<file path="config.mk">
export PLATFORM = sky130hd
export DESIGN_NAME = xor_lane_cipher_flat
export DESIGN_NICKNAME = d
export VERILOG_FILES = /design/src/rtl/xor_lane_cipher_if.sv /design/src/rtl/xor_lane_cipher.sv /design/src/flat_wrapper.sv
export SDC_FILE = /design/constraint.sdc
export NUM_CORES = 1
export LEC_CHECK = 0
export CORE_MARGIN = 2
export CORE_UTILIZATION = 48
export CTS_BUF_LIST = sky130_fd_sc_hd__clkbuf_4
export DETAILED_ROUTE_END_ITERATION = 10
export GPL_TIMING_DRIVEN = 0
export PLACE_DENSITY = 0.8
export SYNTH_ARGS = -nofsm -noshare
export SYNTH_HDL_FRONTEND = slang
export SYNTH_SLANG_ARGS = --single-unit
export TNS_END_PERCENT = 50
</file>
<file path="constraint.sdc">
create_clock -name clk -period 3.35 [get_ports clk]
set_input_delay 0.335 -clock clk [delete_from_list [all_inputs] [get_ports clk]]
set_output_delay 0.335 -clock clk [all_outputs]
set_load 0.02 [all_outputs]
</file>
<file path="src/rtl/xor_lane_cipher_if.sv">
// Handshake and data bundle for one lane cipher: start/ack control plus the
// message, key and result words.
interface xor_lane_cipher_if #(
   parameter int DATA_BYTES = 8
);
   logic                      enable;
   logic                      mode;
   logic [8*DATA_BYTES-1:0]   message;
   logic [8*DATA_BYTES-1:0]   key;
   logic                      ack;
   logic [8*DATA_BYTES-1:0]   result;
   logic                      busy;
   logic                      done;

   modport master (
      output enable, mode, message, key, ack,
      input  result, busy, done
   );

   modport slave (
      input  enable, mode, message, key, ack,
      output result, busy, done
   );
endinterface

</file>
<file path="src/rtl/xor_lane_cipher.sv">
// Multi-round byte-lane XOR cipher: each round XORs a key-selected pad window
// into every byte and rotates the word by one byte, one round per clock.
//
// state | meaning
// IDLE  | waiting for enable; inputs captured on accept
// RUN   | one round per cycle until the remaining-round count hits zero
// DONE  | result held until ack
module xor_lane_cipher #(
   parameter int          DATA_BYTES = 8,
   parameter int          ROUNDS     = 1,
   parameter logic [63:0] PAD        = 64'hEE6B0C4F24740470
) (
   input logic              clk,
   input logic              reset,
   xor_lane_cipher_if.slave bus
);
   localparam int unsigned NB = DATA_BYTES;
   localparam int          W  = 8 * DATA_BYTES;

   localparam logic [1:0] IDLE = 2'd0;
   localparam logic [1:0] RUN  = 2'd1;
   localparam logic [1:0] DONE = 2'd2;

   localparam logic [7:0] LAST_RND = 8'(ROUNDS - 1);

   logic [1:0]   state;
   logic [W-1:0] result_q;
   logic [W-1:0] key_q;
   logic         mode_q;
   logic [7:0]   rnd;
   logic [7:0]   remain;
   logic [W-1:0] mask_r;
   logic [W-1:0] round_out;

   // Output byte i takes input byte (i - k) mod N, i.e. a left rotation by k bytes.
   function automatic logic [W-1:0] rotl_bytes(input logic [W-1:0] w, input logic [7:0] r);
      logic [W-1:0] o;
      int unsigned  k;
      k = {24'd0, r} % NB;
      o = '0;
      for (int unsigned i = 0; i < NB; i++) begin
         o[8*i +: 8] = w[8*((i + NB - k) % NB) +: 8];
      end
      return o;
   endfunction

   function automatic logic [W-1:0] mask_of(input logic [W-1:0] k);
      logic [W-1:0] m;
      logic [7:0]   b;
      logic [2:0]   idx;
      m = '0;
      for (int unsigned i = 0; i < NB; i++) begin
         b   = k[8*i +: 8];
         idx = {b[3] ^ b[7], b[1] ^ b[5], |(b[3:2] ^ b[7:6])};
         m[8*i +: 8] = PAD[idx +: 8];
      end
      return m;
   endfunction

   function automatic logic [W-1:0] rotl1(input logic [W-1:0] w);
      return {w[W-9:0], w[W-1:W-8]};
   endfunction

   function automatic logic [W-1:0] rotr1(input logic [W-1:0] w);
      return {w[7:0], w[W-1:8]};
   endfunction

   // Decrypt undoes the rotation before the XOR so it exactly inverts encrypt.
   always_comb begin
      mask_r    = mask_of(rotl_bytes(key_q, rnd));
      round_out = '0;
      if (mode_q) round_out = rotr1(result_q) ^ mask_r;
      else        round_out = rotl1(result_q ^ mask_r);
   end

   always_ff @(posedge clk) begin
      if (!reset) begin
         state    <= IDLE;
         result_q <= '0;
         key_q    <= '0;
         mode_q   <= 1'b0;
         rnd      <= '0;
         remain   <= '0;
      end else begin
         case (state)
            IDLE: begin
               if (bus.enable) begin
                  result_q <= bus.message;
                  key_q    <= bus.key;
                  mode_q   <= bus.mode;
                  rnd      <= bus.mode ? LAST_RND : 8'd0;
                  remain   <= LAST_RND;
                  state    <= RUN;
               end
            end
            RUN: begin
               result_q <= round_out;
               if (remain == 8'd0) begin
                  state <= DONE;
               end else begin
                  remain <= remain - 8'd1;
                  rnd    <= mode_q ? rnd - 8'd1 : rnd + 8'd1;
               end
            end
            DONE: begin
               if (bus.ack) state <= IDLE;
            end
            default: state <= IDLE;
         endcase
      end
   end

   assign bus.result = result_q;
   assign bus.busy   = (state == RUN);
   assign bus.done   = (state == DONE);
endmodule
</file>
<file path="src/flat_wrapper.sv">
// flat-port wrapper written by rule: the top's interface ports become plain ports
module xor_lane_cipher_flat 
#(
   parameter int          DATA_BYTES = 8,
   parameter int          ROUNDS     = 1,
   parameter logic [63:0] PAD        = 64'hEE6B0C4F24740470
)
  (clk, reset, bus_enable, bus_mode, bus_message, bus_key, bus_ack, bus_result, bus_busy, bus_done);
  xor_lane_cipher_if #(.DATA_BYTES(DATA_BYTES)) bus_i ();
  input logic clk;
  input logic reset;
  input wire logic [$bits(bus_i.enable)-1:0] bus_enable;
  input wire logic [$bits(bus_i.mode)-1:0] bus_mode;
  input wire logic [$bits(bus_i.message)-1:0] bus_message;
  input wire logic [$bits(bus_i.key)-1:0] bus_key;
  input wire logic [$bits(bus_i.ack)-1:0] bus_ack;
  output wire logic [$bits(bus_i.result)-1:0] bus_result;
  output wire logic [$bits(bus_i.busy)-1:0] bus_busy;
  output wire logic [$bits(bus_i.done)-1:0] bus_done;
  assign bus_i.enable = bus_enable;
  assign bus_i.mode = bus_mode;
  assign bus_i.message = bus_message;
  assign bus_i.key = bus_key;
  assign bus_i.ack = bus_ack;
  assign bus_result = bus_i.result;
  assign bus_busy = bus_i.busy;
  assign bus_done = bus_i.done;
  xor_lane_cipher #(.DATA_BYTES(DATA_BYTES), .ROUNDS(ROUNDS), .PAD(PAD)) u_core (.clk(clk), .reset(reset), .bus(bus_i));
endmodule
</file>
==> impl_metrics.yaml <==
critical_path:
  critPathLaunch: "u_core.rnd[0]"
  critPathTopFamily: "buffers and inverters"
  critPathRequiredTime_ns: 3.84
  startpoint_type: "register"
  crit_slowest_cell: "dfxtp_4"
  reg2reg_from: "u_core.rnd[0]"
  worst-path-stages: 13
  cp_num_buf_inv: 5
  cp-endpoint: "u_core.bus.result[10]"
  cp_max_fo: 10
  end_kind: "register"
  cp_cell_sequence: "buf_6 > inv_4 > buf_8 > buf_6 > ha_1 > xnor2_2 > buf_4 > mux4_2 > mux2_2 > nor2_1 > xor2_1 > o22ai_1 > nor4b_1"
  reg2reg_depth: 13
  arrival_ns: 3.78
  r2r-end: "u_core.bus.result[10]"
  crit_path_frequent_cell: "buf_6"
  crit_type: "register to register"
  cpPeakStageDelay_ns: 0.37
  rrSetupSlack_ns: 0.06
route:
  routed_wl_mm: 30.3
  detail_route.first_pass.iterations: 5
  vias_per_cell: 6.14
  ant_nets: 0
  drt-initial-drc-count: 984
  wire_per_inst_um: 20.7
  vias: 9009
  drcViolationCount: 0
synth:
  yosysWarnings: 0
  synth_cells: 1020
  ys_ff_latch: 126
  ys.flop_type: "dfxtp_1"
  synth_xor_area_frac: 0.159
  synth_fa_ha_area_frac: 0.00785
  synth-simple-area-share: 0.172
  ys_types: 66
  syn_area_sq_um: 8930
  synth-edff-count: 0
  synth.net_count: 1158
  synth_top_family_by_area: "compound AO/OA/AOI/OAI gates"
  synth-compound-area-share: 0.195
  postSynthAreaPerCell_sq_um: 8.75
  async_flop_share: 0
  synthMuxAreaShare: 0.146
  synth_seq_area_share: 0.282
timing:
  setup_viol: 0
  maxSlewViolCount: 0
  slew_headroom: 0.351
  final.setup_skew_ns: 0.0275
  hold_viol_final: 0
  rsz0062_at_grt: "false"
  hold-worst-slack_ns: 0.300
  max_freq_mhz: 304
  tns_ns: 0
  period_share: 0.982
  period_minus_slack_ns: 3.29
  timing.final.ws_setup_ns: 0.0609
  tightest_slew_ns: 0.973
cts:
  cts.clk_slew.worst_paths_ns: 0.11
  clock_sinks: 126
  clock_path_buffers: 2
  clk_latency_ns: 0.59
  cts_max_level: 4
  cts_buffers: 17
  cts_tree: "done"
  ctsRootBufferMaster: "clkbuf_4"
  cts-hold-fix-buffers: 0
layout:
  fillers: 1532
  nets: 1365
  fin_area_sq_um: 11500
  drive_above_1_share: 0.122
  area_delta_synth_final_pct: 29.1
placement:
  post_dp_cell_area_sq_um: 11000
  portBuffers: 182
  dp_hpwl_mm: 23.0
  post-place-ws_ns: -0.517
  gp_congestion: 1.03
floorplan:
  die_x_um: 140
  die-area_sq_um: 19700
  core_sq_um: 18100
  fp-row-count: 49
  start_util: 0.494
  die_h_um: 140
  io_pins: 199
worst_hold_path:
  min_path_cells: 3
  worst_hold_path_type: "input pin to register"
global_routing:
  grt_max_degree: 17
  antenna_found_initial: 1
  gr-total-overflow: 0
  grt_pass1_wl_mm: 46.8
  grt_usage: 0.302
  grt_pass1_vias: 8456
run_status:
  status: "complete, no violations"
power_and_ir_drop:
  leakage_nw: 4.12
  p_per_area_nw_per_um2: 888
  vdd.ir_drop.worst_mv: 0.365
job:
  max_cap_violations: 0
timing repair:
item,4_1_cts,5_1_grt
setup buffers,1,6
gates resized for setup,22,23
pin swaps,0,2
endpoints found under the setup margin,62,38
through the flow:
step           utilization  total power [W]  instances
4_1_cts              0.629          0.00986       1461
2_1_floorplan            -          0.00677       1020
6_report             0.637           0.0102       1468
5_1_grt              0.637           0.0108       1468
3_3_place_gp         0.611          0.00859       1431
3_5_place_dp         0.611          0.00870       1431
worst min path at each step:
stage	from	to	slack, ns
finish	bus_key[62]	u_core.key_q[62]	0.30
global route	bus_key[38]	u_core.key_q[38]	0.30
CTS	bus_key[62]	u_core.key_q[62]	0.28
detailed placement	u_core.key_q[18]	u_core.key_q[18]	0.47
global placement	u_core.key_q[34]	u_core.key_q[34]	0.46
floorplan	u_core.key_q[14]	u_core.key_q[14]	0.46
where the power goes:
| part | internal, W | switching (W) |
|---|---|---|
| Clock | 0.000458 | 0.000579 |
| Sequential | 0.00192 | 0.000563 |
| Combinational | 0.00295 | 0.00378 |
| Total | 0.00532 | 0.00492 |
layout by cell type, fill, tap and decap left out, types with 10 or more instances in the layout:
cell,synthesis,layout
a21boi_0,52,52
a21oi_1,26,22
a221oi_1,20,18
and2_1,10,10
clkbuf_1,57,55
clkbuf_4,0,21
clkdlybuf4s50_1,0,182
dfxtp_1,126,125
mux2_2,12,10
mux2i_1,13,11
mux4_2,40,40
nand2_1,157,157
nor2_1,55,53
nor2b_1,10,10
nor3_1,15,15
o211ai_1,25,25
o21ai_0,39,39
o21ai_1,13,13
o221ai_1,23,23
o22ai_1,14,14
or3_1,23,23
xnor2_1,73,72
xor2_1,84,84
state kept, by name, indices dropped and copies added (netlist names):
register	flops
u_core.remain	8
u_core.state	2
u_core.bus.result	64
u_core.rnd	3
u_core.key_q	48
u_core.mode_q	1
cells by family after synthesis:
family	after synthesis
muxes	73
AOI/OAI and AO/OA	249
and+or+nand+nor	328
xor gates and xnor gates	159
adders and majority gates	5
buffers and inverters	80
DFF	126
per-layer routing:
layer,track usage,wire [um]
met5,0,0
met4,0.140,1490
met3,0.0779,3010
met2,0.497,14000
met1,0.373,11800
worst reg2reg max path, stage by stage, from the launching register on:
cell,delay [ns]
dfxtp_4,0.37
buf_6,0.14
inv_4,0.12
buf_8,0.19
buf_6,0.21
ha_1,0.24
xnor2_2,0.16
buf_4,0.25
mux4_2,0.37
mux2_2,0.35
nor2_1,0.26
xor2_1,0.19
o22ai_1,0.10
nor4b_1,0.26
synth_stat cells, types with 6 or more instances:
cell      instances  area (sq um)
a31oi_1           8          50.1
o22ai_1          14          87.6
xnor2_1          73           639
nand3_1           9          45.0
o221ai_1         23           201
and3_1            6          37.5
mux2_2           12           135
mux2i_1          13           130
buf_2             9          45.0
xor2_1           84           736
a21oi_1          26           130
dfxtp_1         126          2520
a21boi_0         52           390
nand4_1           8          50.1
a221oi_1         20           175
nor2b_1          10          62.6
or3_1            23           144
nor3_1           15          75.1
o21ai_1          13          65.1
nor2_1           55           206
and2_1           10          62.6
clkbuf_1         57           214
o211ai_1         25           188
o21ai_0          39           195
nand2b_1          9          56.3
mux4_2           40           901
nand2_1         157           589
layout make-up:
class	count	area (sq um)	share of cell area
Antenna cell	1	2.50	0.000217
Buffer	72	357	0.0309
Clock buffer	21	158	0.0137
Clock inverter	9	96.3	0.00836
Inverter	7	28.8	0.00250
Multi-Input combinational cell	814	6200	0.538
Sequential cell	126	2530	0.219
Tap cell	229	287	0.0249
Timing Repair Buffer	189	1870	0.163
Power figures use the tool's default switching activity.
